**config.mk**
```make
export PLATFORM = sky130hd
export DESIGN_NAME = fb_port_arbiter
export DESIGN_NICKNAME = d
export VERILOG_FILES = /design/src/rtl/fb_port_arbiter.sv
export SDC_FILE = /design/constraint.sdc
export NUM_CORES = 1
export LEC_CHECK = 0
export ABC_CLOCK_PERIOD_IN_PS = 4700
export CAP_MARGIN = 20
export CORE_ASPECT_RATIO = 0.6
export CORE_MARGIN = 2
export CORE_UTILIZATION = 30
export CTS_BUF_LIST = sky130_fd_sc_hd__clkbuf_2 sky130_fd_sc_hd__clkbuf_4 sky130_fd_sc_hd__clkbuf_8
export DETAILED_ROUTE_END_ITERATION = 8
export GPL_TIMING_DRIVEN = 0
export PLACE_DENSITY = 0.51
export SYNTH_ARGS = -nofsm -noshare
export SYNTH_HDL_FRONTEND = slang
export SYNTH_SLANG_ARGS = --single-unit
```
**constraint.sdc**
```tcl
create_clock -name video_clk -period 4.7 [get_ports video_clk]
set_clock_uncertainty 0.2 [all_clocks]
set_input_delay 0.705 -clock video_clk [delete_from_list [all_inputs] [get_ports video_clk]]
set_output_delay 0.705 -clock video_clk [all_outputs]
set_load 0.05 [all_outputs]
```
**src/rtl/fb_port_arbiter.sv**
```systemverilog
// fb_port_arbiter: shares one single-port 8-bit frame-buffer RAM between the
// HDMI scan-out reader and a FIFO-buffered host pixel writer (video_clk domain).
// Scan-out always wins the port; buffered host writes retire in idle cycles.
//
// Optional feature macro: FB_PINGPONG_EN (two banks, vs-synchronised swap).
//
// Ports:
//   video_clk, rst          clock, asynchronous active-high reset
//   vs                      frame sync level; rising edge marks a frame boundary
//   disp_rd_req/addr        scan-out read request and pixel address
//   disp_rd_data/vld        read pixel, valid one cycle after the read grant
//   host_wr_valid/ready     host write handshake
//   host_wr_addr/data       host pixel address and value
//   swap_req, swap_done     buffer swap request pulse / swap performed pulse
//   bank_sel                current front (display) bank
//   fifo_level              host write FIFO occupancy
//   drop_cnt                saturating count of out-of-range host writes
//   ram_en/we/addr/wdata    RAM control, combinational from the grant decision
//   ram_rdata               RAM read data, 1-cycle latency
module fb_port_arbiter #(
  parameter int unsigned ADDR_W     = 10,
  parameter int unsigned DEPTH      = 784,
  parameter int unsigned FIFO_DEPTH = 4
) (
  input  logic                          video_clk,
  input  logic                          rst,
  input  logic                          vs,
  input  logic                          disp_rd_req,
  input  logic [ADDR_W-1:0]             disp_rd_addr,
  output logic [7:0]                    disp_rd_data,
  output logic                          disp_rd_vld,
  input  logic                          host_wr_valid,
  output logic                          host_wr_ready,
  input  logic [ADDR_W-1:0]             host_wr_addr,
  input  logic [7:0]                    host_wr_data,
  input  logic                          swap_req,
  output logic                          swap_done,
  output logic                          bank_sel,
  output logic [$clog2(FIFO_DEPTH):0]   fifo_level,
  output logic [7:0]                    drop_cnt,
  output logic                          ram_en,
  output logic                          ram_we,
  output logic [ADDR_W:0]               ram_addr,
  output logic [7:0]                    ram_wdata,
  input  logic [7:0]                    ram_rdata
);

  localparam int unsigned PTR_W = $clog2(FIFO_DEPTH);
  localparam int unsigned LVL_W = PTR_W + 1;

  typedef enum logic [1:0] {GNT_IDLE, GNT_RD, GNT_WR} gnt_t;

  gnt_t              gnt_d;
  gnt_t              gnt_q;
  logic [ADDR_W-1:0] fifo_addr [FIFO_DEPTH];
  logic [7:0]        fifo_data [FIFO_DEPTH];
  logic [PTR_W-1:0]  wr_ptr;
  logic [PTR_W-1:0]  rd_ptr;
  logic              fifo_empty;
  logic              fifo_full;
  logic              accept;
  logic              in_range;
  logic              push;
  logic              pop;
  logic [7:0]        rd_hold;
  logic              bank_q;
  logic              wr_bank;
  logic              swap_done_q;

  assign fifo_empty    = (fifo_level == '0);
  assign fifo_full     = (fifo_level == LVL_W'(FIFO_DEPTH));
  assign host_wr_ready = !rst && !fifo_full;
  assign accept        = host_wr_valid && host_wr_ready;
  assign in_range      = (32'(host_wr_addr) < DEPTH);
  assign push          = accept && in_range;
  assign pop           = (gnt_d == GNT_WR);

  // Grant: scan-out first, then FIFO head; nothing is granted while in reset
  always_comb begin
    gnt_d = GNT_IDLE;
    if (rst)                gnt_d = GNT_IDLE;
    else if (disp_rd_req)   gnt_d = GNT_RD;
    else if (!fifo_empty)   gnt_d = GNT_WR;
  end

  // RAM port drive from the grant decision
  always_comb begin
    ram_en    = 1'b0;
    ram_we    = 1'b0;
    ram_addr  = '0;
    ram_wdata = '0;
    case (gnt_d)
      GNT_RD: begin
        ram_en   = 1'b1;
        ram_addr = {bank_q, disp_rd_addr};
      end
      GNT_WR: begin
        ram_en    = 1'b1;
        ram_we    = 1'b1;
        ram_addr  = {wr_bank, fifo_addr[rd_ptr]};
        ram_wdata = fifo_data[rd_ptr];
      end
      default: ;
    endcase
  end

  // Grant state, FIFO pointers/level, drop counter, read-data hold
  always_ff @(posedge video_clk or posedge rst) begin
    if (rst) begin
      gnt_q      <= GNT_IDLE;
      wr_ptr     <= '0;
      rd_ptr     <= '0;
      fifo_level <= '0;
      drop_cnt   <= '0;
      rd_hold    <= '0;
    end else begin
      gnt_q <= gnt_d;
      if (push) wr_ptr <= wr_ptr + 1'b1;
      if (pop)  rd_ptr <= rd_ptr + 1'b1;
      if (push && !pop)      fifo_level <= fifo_level + 1'b1;
      else if (pop && !push) fifo_level <= fifo_level - 1'b1;
      if (accept && !in_range && (drop_cnt != 8'hFF)) drop_cnt <= drop_cnt + 1'b1;
      if (disp_rd_vld) rd_hold <= ram_rdata;
    end
  end

  // FIFO storage needs no reset: occupancy is tracked by the pointers
  always_ff @(posedge video_clk) begin
    if (push) begin
      fifo_addr[wr_ptr] <= host_wr_addr;
      fifo_data[wr_ptr] <= host_wr_data;
    end
  end

  // Read data is presented the cycle after the grant and held between reads
  assign disp_rd_vld  = (gnt_q == GNT_RD);
  assign disp_rd_data = disp_rd_vld ? ram_rdata : rd_hold;

`ifdef FB_PINGPONG_EN
  logic vs_q;
  logic swap_pending;
  logic swap_go;

  // Swap only at a frame boundary and only once all back-bank writes retired
  assign swap_go = vs && !vs_q && (swap_pending || swap_req) && fifo_empty;
  assign wr_bank = ~bank_q;

  always_ff @(posedge video_clk or posedge rst) begin
    if (rst) begin
      vs_q         <= 1'b0;
      swap_pending <= 1'b0;
      bank_q       <= 1'b0;
      swap_done_q  <= 1'b0;
    end else begin
      vs_q        <= vs;
      swap_done_q <= swap_go;
      if (swap_go) begin
        bank_q       <= ~bank_q;
        swap_pending <= 1'b0;
      end else if (swap_req) begin
        swap_pending <= 1'b1;
      end
    end
  end
`else
  logic unused_swap;

  // Single bank: display and host writes share bank 0
  assign unused_swap = ^{vs, swap_req};
  assign bank_q      = 1'b0;
  assign wr_bank     = 1'b0;
  assign swap_done_q = 1'b0;
`endif

  assign bank_sel  = bank_q;
  assign swap_done = swap_done_q;

endmodule

```
==> out/metrics.cfg <==
[min_path]
min-delay-path-class=reg -> reg
holdPathStages=1
hold_path_startpoint=rd_hold[0]$_DFF_PP0_
hold_path_end=rd_hold[0]$_DFF_PP0_

[yosys]
synth.area.top_cells=sky130_fd_sc_hd__edfxtp_1, sky130_fd_sc_hd__dfrtp_1, sky130_fd_sc_hd__mux4_2
ys_seq_area_share_pct=69.7
post-synth-top-area-fraction_pct=54.0
syn_inst=216
synth_area_leader=sky130_fd_sc_hd__edfxtp_1
cell_area_synth_mm2=0.00400
postSynthAreaPerCell_um2=18.5
ys_types=33
synth.yosys.warnings=0
total_of_flip_flops_plus_latches_after_synthesis=97

[routing]
post-route-drc-count=0
vias=2141
drtAntennaViolNets=0
detail_route.vias_per_cell=4.41
drt_first_iter_violations=176
totalWireLength_um=8200
wl_per_cell_um=16.9
number_of_search_and_repair_iterations_in_the_first_detailed_routing_pass=4

[power_and_ir_drop]
powerDensity_mw_per_mm2=499
vdd_drop_max_uv=243
leak_pwr_nw=1.82

[grt]
grt_start_max_net_pins=26
grt_util_all_layers_pct=11.9
antenna_found_initial=0
vias_in_the_first_global_route=2201
global_route_wire_length_before_repair_um=12600
global_route.overflow_total=0

[timing]
finalSetupViolCount=0
tightestPinTransition_ns=1.04
grt_setup_unrepaired=false
timing.max_slew.rel_slack_pct=30.7
finalWorstSetupSlack_ns=0.710
finalCritPeriodShare_pct=84.9
hold_viol=0
slew_violations=0
aggregate_negative_setup_slack_ns=0
min_period_ns=3.99
max_freq_mhz=251

[placed_design]
place_hpwl_um=5480
pre_cts_ws_ns=0.681
dpl_cell_area_mm2=0.00502
io_buffers=80
gpl.final_weighted_congestion=0.678

[floorplan]
die_w_um=153
core_region_area_mm2=0.0129
die_area_mm2=0.0143
start_util_pct=30.9
floorplan.die.height_um=93.5
total_number_of_placement_rows=32
design.portCount=86

[critical_path]
crit_type=in -> out
worst_r2r_endpoint=fifo_addr[3][7]$_DFFE_PP_
timing.critical_path.to_type=primary output
reg2reg_setup_slack_ns=2.24
crit_arrival_ns=3.09
required_ns=3.80
critical_path.startpoint_type=input pin
max_fo_critical_path=10
rr_startpoint=fifo_level[0]$_DFFE_PP0P_
worst_r2r_path_depth=3

[layout]
post_route_cells_drive_above_1_share_pct=18.1
layout_common_cells=sky130_fd_sc_hd__clkdlybuf4s50_1, sky130_fd_sc_hd__edfxtp_1, sky130_fd_sc_hd__dfrtp_1
final_area_mm2=0.00521
layout.nets=359
syn2layout_area_growth_pct=30.2
antenna_cells_inserted=0
final_common_cell=sky130_fd_sc_hd__clkdlybuf4s50_1

[clock_tree]
tritoncts_buffers=9
cts_setup_buffers=0
hold_buffers=0
tritoncts=done
clock_sinks=97
cts.repair.resized=0
worst_path_clk_slew_ns=0.09
h-tree-depth=3
worstSkewPairLatency_ns=0.36
clock_path_buffers=2
clockRootBuffer=sky130_fd_sc_hd__clkbuf_8

[status]
run_status=complete, no violations

[job]
drv_cap=0

[how the worst max path moves through the flow]
stage / from / endpoint / slack [ns] / cells past startpoint
floorplan: fifo_level[2]$_DFFE_PP0P_ / ram_addr[1] / 1.61 / 6
global placement: rst / ram_addr[7] / 0.71 / 5
detailed placement: rst / ram_addr[2] / 0.68 / 5
CTS: rst / ram_addr[7] / 0.68 / 5
global route: rst / ram_addr[9] / 0.59 / 5
finish: rst / ram_addr[7] / 0.71 / 5
[through the flow]
| stage | utilization [%] | power [mW] | hold WS, ns | instances |
|---|---|---|---|---|
| floorplan | - | 1.84 | 0.334 | 218 |
| global placement | 38.8 | 2.16 | 0.283 | 468 |
| detailed placement | 38.8 | 2.17 | 0.289 | 468 |
| CTS | 40.1 | 2.65 | 0.310 | 484 |
| global route | 40.3 | 2.75 | 0.334 | 485 |
| finish | 40.3 | 2.60 | 0.306 | 485 |
[where the power goes]
| part | total, mW | switching, mW | internal, mW |
|---|---|---|---|
| Sequential | 1.11 | 0.0695 | 1.04 |
| Combinational | 1.02 | 0.597 | 0.422 |
| Clock | 0.469 | 0.283 | 0.186 |
[cells in the mapped netlist]
| master | number |
|---|---|
| sky130_fd_sc_hd__buf_2 | 5 |
| sky130_fd_sc_hd__nor2_1 | 2 |
| sky130_fd_sc_hd__a22o_1 | 10 |
| sky130_fd_sc_hd__a211oi_4 | 1 |
| sky130_fd_sc_hd__nand4_1 | 5 |
| sky130_fd_sc_hd__conb_1 | 1 |
| sky130_fd_sc_hd__nand2_1 | 4 |
| sky130_fd_sc_hd__nor2b_1 | 3 |
| sky130_fd_sc_hd__xnor2_1 | 8 |
| sky130_fd_sc_hd__nor2_2 | 1 |
| sky130_fd_sc_hd__mux2_2 | 10 |
| sky130_fd_sc_hd__or3_1 | 1 |
| sky130_fd_sc_hd__a21oi_1 | 1 |
| sky130_fd_sc_hd__or2_2 | 1 |
| sky130_fd_sc_hd__a2111oi_4 | 1 |
| sky130_fd_sc_hd__nand2b_1 | 2 |
| sky130_fd_sc_hd__inv_1 | 6 |
| sky130_fd_sc_hd__and2_1 | 14 |
| sky130_fd_sc_hd__mux4_2 | 18 |
| sky130_fd_sc_hd__dfrtp_1 | 25 |
| sky130_fd_sc_hd__and4_1 | 1 |
| sky130_fd_sc_hd__mux2_1 | 3 |
| sky130_fd_sc_hd__edfxtp_1 | 72 |
| sky130_fd_sc_hd__nand3_1 | 1 |
| sky130_fd_sc_hd__fa_1 | 1 |
| sky130_fd_sc_hd__a31oi_1 | 1 |
| sky130_fd_sc_hd__a41oi_1 | 1 |
| sky130_fd_sc_hd__xor2_1 | 2 |
| sky130_fd_sc_hd__nor4_4 | 1 |
| sky130_fd_sc_hd__buf_4 | 4 |
| sky130_fd_sc_hd__nor3_1 | 1 |
| sky130_fd_sc_hd__ha_1 | 6 |
| sky130_fd_sc_hd__clkbuf_1 | 3 |
[worst max-delay path, cell delays in order]
cell and delay (ns):
sky130_fd_sc_hd__clkdlybuf4s50_1 0.49, sky130_fd_sc_hd__nor2b_1 0.23, sky130_fd_sc_hd__clkbuf_1 0.60, sky130_fd_sc_hd__a22o_1 0.25
sky130_fd_sc_hd__clkdlybuf4s50_1 0.80
[cells by family after synthesis]
| kind of cell | Yosys count | synth area share [%] |
|---|---|---|
| buffers and inverters | 18 | 2.22 |
| flip-flops | 97 | 69.7 |
| XOR/XNOR | 10 | 2.19 |
| adder cells (fa/ha/maj) | 7 | 2.38 |
| other | 1 | 0.0937 |
| multiplexers | 31 | 13.8 |
| AO/OA/AOI/OAI | 15 | 3.88 |
| AND/OR/NAND/NOR | 37 | 5.78 |
[flip-flops by register name, summed over array words and instances (netlist names)]
register and count:
wr_ptr 2, drop_cnt 8, fifo_level 3, rd_hold 8, gnt_q 2, fifo_addr 40, rd_ptr 2, fifo_data 32
[final cells by class]
type | count | area [um^2]
Clock buffer | 9 | 124
Inverter | 6 | 22.5
Clock inverter | 7 | 37.5
Fill cell | 1214 | 7720
Timing Repair Buffer | 81 | 828
Multi-Input combinational cell | 103 | 1130
Sequential cell | 97 | 2790
Tap cell | 170 | 213
Buffer | 12 | 66.3
[routing by layer]
| metal | vias to the layer above | share of wire [%] | GRT usage, % |
|---|---|---|---|
| li1 | 1013 | - | - |
| met1 | 1061 | 50 | 17.6 |
| met2 | 59 | 42 | 16.4 |
| met3 | 8 | 6.8 | 4.08 |
| met4 | 0 | 0.99 | 3.24 |
| met5 | - | 0 | 0 |
(Power assumes the default switching activity.)
